### config.mk
export PLATFORM = sky130hd
export DESIGN_NAME = ibex_xif_ex_issue_ctrl
export DESIGN_NICKNAME = d
export VERILOG_FILES = /design/src/rtl/ibex_xif_pkg.sv /design/src/rtl/ibex_xif_ex_imd_reg.sv /design/src/rtl/ibex_xif_ex_issue_ctrl.sv
export SDC_FILE = /design/constraint.sdc
export NUM_CORES = 1
export LEC_CHECK = 0
export ABC_AREA = 1
export CAP_MARGIN = 20
export CELL_PAD_IN_SITES_DETAIL_PLACEMENT = 1
export CELL_PAD_IN_SITES_GLOBAL_PLACEMENT = 1
export CORE_AREA = 2 2 170 172
export CTS_BUF_LIST = sky130_fd_sc_hd__clkbuf_2
export DETAILED_ROUTE_END_ITERATION = 10
export DIE_AREA = 0 0 172 174
export PLACE_DENSITY = 0.83
export REMOVE_ABC_BUFFERS = 1
export SKIP_LAST_GASP = 1
export SYNTH_ARGS = -nofsm -noshare
export SYNTH_HDL_FRONTEND = slang
export SYNTH_SLANG_ARGS = --single-unit
### constraint.sdc
create_clock -name clk_i -period 6.3 [get_ports clk_i]
set_clock_uncertainty 0.2 [all_clocks]
set_input_delay 1.26 -clock clk_i [delete_from_list [all_inputs] [get_ports clk_i]]
set_output_delay 1.26 -clock clk_i [all_outputs]
set_load 0.02 [all_outputs]
### src/rtl/ibex_xif_pkg.sv
// Shared types and constants for the XIF execution issue controller.
package ibex_xif_pkg;

    typedef enum integer {
        RV32MNone,
        RV32MSlow,
        RV32MFast,
        RV32MSingleCycle
    } rv32m_e;

    typedef enum logic [6:0] {
        ALU_ADD = 7'd0,
        ALU_SUB = 7'd1,
        ALU_XOR = 7'd2,
        ALU_OR  = 7'd3,
        ALU_AND = 7'd4,
        ALU_SRA = 7'd5,
        ALU_SRL = 7'd6,
        ALU_SLL = 7'd7,
        ALU_LT  = 7'd8,
        ALU_LTU = 7'd9
    } alu_op_e;

    typedef enum logic [1:0] {
        MD_OP_MULL = 2'd0,
        MD_OP_MULH = 2'd1,
        MD_OP_DIV  = 2'd2,
        MD_OP_REM  = 2'd3
    } md_op_e;

    typedef enum logic [1:0] {
        EX_CLASS_ALU  = 2'd0,
        EX_CLASS_MULT = 2'd1,
        EX_CLASS_DIV  = 2'd2
    } ex_class_e;

    typedef enum logic [1:0] {
        EX_IDLE = 2'd0,
        EX_EXEC = 2'd1,
        EX_WB   = 2'd2
    } ex_state_e;

    localparam int IMD_W = 34;

    // Unknown encodings, and multdiv classes when multdiv is absent, fall back to ALU.
    function automatic ex_class_e decode_class(input logic [1:0] cls, input bit md_en);
        ex_class_e res;
        res = EX_CLASS_ALU;
        if (md_en && (cls == 2'd1)) begin
            res = EX_CLASS_MULT;
        end else if (md_en && (cls == 2'd2)) begin
            res = EX_CLASS_DIV;
        end
        return res;
    endfunction

endpackage

### src/rtl/ibex_xif_ex_imd_reg.sv
// Two-entry intermediate value register for multi-cycle EX operations,
// per-entry write enable with a synchronous clear that wins over writes.
module ibex_xif_ex_imd_reg
    import ibex_xif_pkg::*;
(
    input  logic             clk_i,
    input  logic             rst_i,
    input  logic             clear_i,
    input  logic [1:0]       we_i,
    input  logic [IMD_W-1:0] d_i [2],
    output logic [IMD_W-1:0] q_o [2]
);

    logic [IMD_W-1:0] imd_q [2];
    logic [IMD_W-1:0] imd_d [2];

    always_comb begin
        for (int k = 0; k < 2; k++) begin
            imd_d[k] = imd_q[k];
            if (clear_i) begin
                imd_d[k] = '0;
            end else if (we_i[k]) begin
                imd_d[k] = d_i[k];
            end
        end
    end

    always_ff @(posedge clk_i or posedge rst_i) begin
        if (rst_i) begin
            imd_q[0] <= '0;
            imd_q[1] <= '0;
        end else begin
            imd_q[0] <= imd_d[0];
            imd_q[1] <= imd_d[1];
        end
    end

    assign q_o = imd_q;

endmodule

### src/rtl/ibex_xif_ex_issue_ctrl.sv
// Issue-side controller for the ALU/MULDIV execution block: accepts one op,
// sequences EX controls, captures the result for writeback. Optional perf
// counters are enabled with IBEX_XIF_EX_ISSUE_PERF_EN.
module ibex_xif_ex_issue_ctrl
    import ibex_xif_pkg::*;
#(
    parameter rv32m_e RV32M    = RV32MFast,
    parameter bit     ResetAll = 1'b0
) (
    input  logic             clk_i,
    input  logic             rst_i,

    input  logic             issue_valid_i,
    output logic             issue_ready_o,
    input  logic [1:0]       issue_class_i,
    input  alu_op_e          issue_alu_op_i,
    input  md_op_e           issue_md_op_i,
    input  logic [1:0]       issue_signed_mode_i,
    input  logic [31:0]      issue_op_a_i,
    input  logic [31:0]      issue_op_b_i,
    input  logic             flush_i,

    output alu_op_e          alu_operator_o,
    output logic [31:0]      alu_operand_a_o,
    output logic [31:0]      alu_operand_b_o,
    output logic             alu_instr_first_cycle_o,
    output md_op_e           multdiv_operator_o,
    output logic [1:0]       multdiv_signed_mode_o,
    output logic [31:0]      multdiv_operand_a_o,
    output logic [31:0]      multdiv_operand_b_o,
    output logic             mult_en_o,
    output logic             div_en_o,
    output logic             mult_sel_o,
    output logic             div_sel_o,
    output logic             multdiv_ready_id_o,

    input  logic [1:0]       imd_val_we_i,
    input  logic [IMD_W-1:0] imd_val_d_i [2],
    output logic [IMD_W-1:0] imd_val_q_o [2],

    input  logic [31:0]      result_ex_i,
    input  logic             ex_valid_i,
    output logic             wb_valid_o,
    input  logic             wb_ready_i,
    output logic [31:0]      wb_result_o,

`ifdef IBEX_XIF_EX_ISSUE_PERF_EN
    output logic [31:0]      perf_ex_busy_o,
    output logic [31:0]      perf_wb_stall_o,
`endif
    output ex_state_e        ex_state_o
);

    localparam bit MdEnabled = (RV32M != RV32MNone);

    ex_state_e   state_q, state_d;
    logic        first_flag_q, first_flag_d;
    ex_class_e   class_q, class_d;
    alu_op_e     alu_op_q, alu_op_d;
    md_op_e      md_op_q, md_op_d;
    logic [1:0]  signed_q, signed_d;
    logic [31:0] op_a_q, op_a_d;
    logic [31:0] op_b_q, op_b_d;
    logic [31:0] wb_result_q, wb_result_d;

    logic accept;
    logic in_exec;
    logic capture;
    logic imd_clear;
    logic [1:0] imd_we;

    // Issue handshake: an op transfers on issue_valid_i & issue_ready_o; flush always blocks it.
    always_comb begin
        issue_ready_o = 1'b0;
        case (state_q)
            EX_IDLE: issue_ready_o = ~flush_i;
            EX_WB:   issue_ready_o = wb_ready_i & ~flush_i;
            default: issue_ready_o = 1'b0;
        endcase
    end

    assign accept  = issue_valid_i & issue_ready_o;
    assign in_exec = (state_q == EX_EXEC);
    assign capture = in_exec & ex_valid_i & ~flush_i;

    always_comb begin
        state_d = state_q;
        if (flush_i) begin
            state_d = EX_IDLE;
        end else begin
            case (state_q)
                EX_IDLE: if (accept) state_d = EX_EXEC;
                EX_EXEC: if (ex_valid_i) state_d = EX_WB;
                EX_WB: begin
                    if (wb_ready_i) begin
                        state_d = accept ? EX_EXEC : EX_IDLE;
                    end
                end
                default: state_d = EX_IDLE;
            endcase
        end
    end

    // Only an accept can lead into EXEC, so the flag is simply the registered accept.
    assign first_flag_d = accept;

    always_comb begin
        class_d     = class_q;
        alu_op_d    = alu_op_q;
        md_op_d     = md_op_q;
        signed_d    = signed_q;
        op_a_d      = op_a_q;
        op_b_d      = op_b_q;
        wb_result_d = wb_result_q;
        if (accept) begin
            class_d  = decode_class(issue_class_i, MdEnabled);
            alu_op_d = issue_alu_op_i;
            md_op_d  = issue_md_op_i;
            signed_d = issue_signed_mode_i;
            op_a_d   = issue_op_a_i;
            op_b_d   = issue_op_b_i;
        end
        if (capture) begin
            wb_result_d = result_ex_i;
        end
    end

    always_ff @(posedge clk_i or posedge rst_i) begin
        if (rst_i) begin
            state_q      <= EX_IDLE;
            first_flag_q <= 1'b0;
            class_q      <= EX_CLASS_ALU;
            alu_op_q     <= ALU_ADD;
            md_op_q      <= MD_OP_MULL;
            signed_q     <= 2'b00;
        end else begin
            state_q      <= state_d;
            first_flag_q <= first_flag_d;
            class_q      <= class_d;
            alu_op_q     <= alu_op_d;
            md_op_q      <= md_op_d;
            signed_q     <= signed_d;
        end
    end

    if (ResetAll) begin : g_dp_reset
        always_ff @(posedge clk_i or posedge rst_i) begin
            if (rst_i) begin
                op_a_q      <= '0;
                op_b_q      <= '0;
                wb_result_q <= '0;
            end else begin
                op_a_q      <= op_a_d;
                op_b_q      <= op_b_d;
                wb_result_q <= wb_result_d;
            end
        end
    end else begin : g_dp_noreset
        always_ff @(posedge clk_i) begin
            op_a_q      <= op_a_d;
            op_b_q      <= op_b_d;
            wb_result_q <= wb_result_d;
        end
    end

    always_comb begin
        alu_instr_first_cycle_o = in_exec & first_flag_q;
        mult_sel_o              = 1'b0;
        div_sel_o               = 1'b0;
        if (MdEnabled) begin
            mult_sel_o = in_exec & (class_q == EX_CLASS_MULT);
            div_sel_o  = in_exec & (class_q == EX_CLASS_DIV);
        end
        mult_en_o          = mult_sel_o & ~flush_i;
        div_en_o           = div_sel_o & ~flush_i;
        multdiv_ready_id_o = in_exec;
        wb_valid_o         = (state_q == EX_WB);
    end

    assign alu_operator_o        = alu_op_q;
    assign alu_operand_a_o       = op_a_q;
    assign alu_operand_b_o       = op_b_q;
    assign multdiv_operator_o    = md_op_q;
    assign multdiv_signed_mode_o = signed_q;
    assign multdiv_operand_a_o   = op_a_q;
    assign multdiv_operand_b_o   = op_b_q;
    assign wb_result_o           = wb_result_q;
    assign ex_state_o            = state_q;

    assign imd_clear = accept | flush_i;
    assign imd_we    = in_exec ? imd_val_we_i : 2'b00;

    ibex_xif_ex_imd_reg u_imd_reg (
        .clk_i   (clk_i),
        .rst_i   (rst_i),
        .clear_i (imd_clear),
        .we_i    (imd_we),
        .d_i     (imd_val_d_i),
        .q_o     (imd_val_q_o)
    );

`ifdef IBEX_XIF_EX_ISSUE_PERF_EN
    logic [31:0] perf_busy_q, perf_busy_d;
    logic [31:0] perf_stall_q, perf_stall_d;

    always_comb begin
        perf_busy_d  = perf_busy_q;
        perf_stall_d = perf_stall_q;
        if (in_exec && (perf_busy_q != 32'hFFFF_FFFF)) begin
            perf_busy_d = perf_busy_q + 32'd1;
        end
        if ((state_q == EX_WB) && !wb_ready_i && (perf_stall_q != 32'hFFFF_FFFF)) begin
            perf_stall_d = perf_stall_q + 32'd1;
        end
    end

    always_ff @(posedge clk_i or posedge rst_i) begin
        if (rst_i) begin
            perf_busy_q  <= '0;
            perf_stall_q <= '0;
        end else begin
            perf_busy_q  <= perf_busy_d;
            perf_stall_q <= perf_stall_d;
        end
    end

    assign perf_ex_busy_o  = perf_busy_q;
    assign perf_wb_stall_o = perf_stall_q;
`endif

endmodule

==> metrics.cfg <==
[finish]
fin_nets = 1234
nFillCells = 3169
syn2layout_area_growth_pct = 59.2
multi_input_area_mm2 = 0.00146
layout-drive-gt1-share = 0.0471
mostFrequentLayoutCells = 432 x clkdlybuf4s50_1, 175 x nand2_1, 96 x edfxtp_1, 83 x dfrtp_1, 77 x inv_1
final_common_cell = clkdlybuf4s50_1
regArea_mm2 = 0.00499

[synthesis]
synth_cell_type_count = 21
synth_warnings = 0
post_synth.cell_area_avg_um2 = 10.8
ys_ff_latch = 180
synth-seq-area-share = 0.671
mappedNetlistArea_mm2 = 0.00743
syn_inst = 691

[power]
powerDensity_mw_per_mm2 = 203
p_leak_nw = 4.80
peakVddDrop_v = 0.0000935

[clock_tree]
clk_pin_slew_ps = 270
clk_latency_ps = 730
holdBufCountCts = 0
cts_buffers = 17
cts_tree = done
cts_resized = 0
cts_buffer_depth = 2
cts_num_sinks = 180
root_buffer = clkbuf_2
cts_max_level = 4
postCtsSetupBuffers = 0

[floorplanning]
die_x_um = 172
ios = 434
row_count = 62
design.core.area_mm2 = 0.0282
die-area_mm2 = 0.0299
start_util = 0.263
fp.dieH_um = 174

[placement]
place.gp.congestion = 0.827
hpwl_mm = 21.8
port-buffer-count = 433

[setup_path]
path_class = reg -> out
start_kind = flop
crit_required_ps = 4840
cp_max_fo = 35
critPathCaptureType = output port
cp.arrival_ps = 2950

[global_route]
antenna_found_initial = 2
grt_pass1_vias = 6364
grt_overflow = 0
grt_max_degree = 72
grt_use_total = 0.185
grt_pass1_wl_mm = 40.9

[sta]
tns_ps = 0
slew_viol_final = 0
holdWs_ps = 322
worst_pin_slew_ps = 914
max_freq_mhz = 227
min_period_over_period = 0.700
setup_viol = 0
rsz0062_at_grt = no
max_slew_margin = 0.391
hold_violations = 0
fin_crit_ps = 4410

[detailed_routing]
drc_errors = 0
vias = 6205
dr.pass1.iters = 5
drtIter0Drc = 394
avgViaCountPerCell = 4.29
ant_nets = 0
routed_wl_mm = 28.5
detail_route.wl_per_cell_um = 19.7

[flow_run]
max_cap_viol_count = 0

[status]
status = finished, final reports clean

[worst_hold_path]
hold_class = reg -> reg

[Yosys cell counts (all sizes together)]
cell,number,area (um2)
nand2,176,663
buf,97,672
edfxtp,96,2880
dfrtp,84,2100
inv,80,300
nor2,72,278
nand4,68,425
clkbuf,5,18.8
nor3,4,20.0
nand3,3,37.5
o21ai,3,15.0
a21oi,1,5.00
o22ai,1,6.26
or2,1,6.26
[layer usage]
layer | track usage | up-vias | share of wire
met4 | 0.0452 | 2 | 0.013
li1 | - | 2877 | -
met1 | 0.224 | 3079 | 0.41
met5 | 0 | - | 0.00046
met3 | 0.0455 | 21 | 0.062
met2 | 0.328 | 226 | 0.52
[through the flow]
stage | worst slack [ps] | power, mW | instance area (um2) | utilization | instances
floorplan | 2090 | 1.54 | 6740 | - | 589
global placement | 2090 | 1.85 | 11600 | 0.411 | 1414
detailed placement | 2010 | 1.87 | 11600 | 0.411 | 1414
CTS | 1730 | 2.44 | 11800 | 0.419 | 1446
global route | 1540 | 2.53 | 11800 | 0.419 | 1447
finish | 1890 | 2.41 | 11800 | 0.419 | 1447
[path summary, 6_finish.rpt]
kind,cells past startpoint,start,to,slack (ps)
min,2,alu_operator_o[5],alu_operator_o[5],320
max in group asynchronous,3,rst_i,u_imd_reg.q_o[21],4110
min in group asynchronous,2,rst_i,class_q[0],620
max reg2reg,6,ex_state_o[0],u_imd_reg.q_o[1],3230
max,5,ex_state_o[0],mult_en_o,1890
min reg2reg,2,alu_operator_o[5],alu_operator_o[5],320
[area by class of cell]
class / count / area share
clock inverters: 15 / 0.0108
flip-flops and latches: 180 / 0.421
well taps: 384 / 0.0406
multi-input cells: 329 / 0.123
diodes: 1 / 0.000211
clock buffers: 17 / 0.00719
inverters: 80 / 0.0256
repair buffers: 441 / 0.371
[cell families after synthesis]
kind of cell,after synthesis,share of synthesized area
AOI/OAI and AO/OA,5,0.00353
DFF,180,0.671
and+or+nand+nor,324,0.192
buffers and inverters,182,0.133
[state kept, by name, indices dropped and copies added (netlist names), 2 cells and up]
name	cells
multdiv_operator_o	2
alu_operator_o	7
wb_result_o	32
class_q	2
u_imd_reg.q_o	68
multdiv_signed_mode_o	2
alu_operand_b_o	32
alu_operand_a_o	32
ex_state_o	2
[power breakdown]
| group | switching (mW) | internal (mW) |
|---|---|---|
| registers | 0.0406 | 1.30 |
| clock network | 0.448 | 0.116 |
| logic | 0.257 | 0.244 |
| total | 0.746 | 1.66 |
[worst max-delay path, cell delays in order, from the launching register on]
cell and delay, ps:
dfrtp_2 900, nand2_1 230, inv_1 120, nand2_1 130
nor3_1 190, clkdlybuf4s50_1 640
Power figures use the tool's default switching activity.
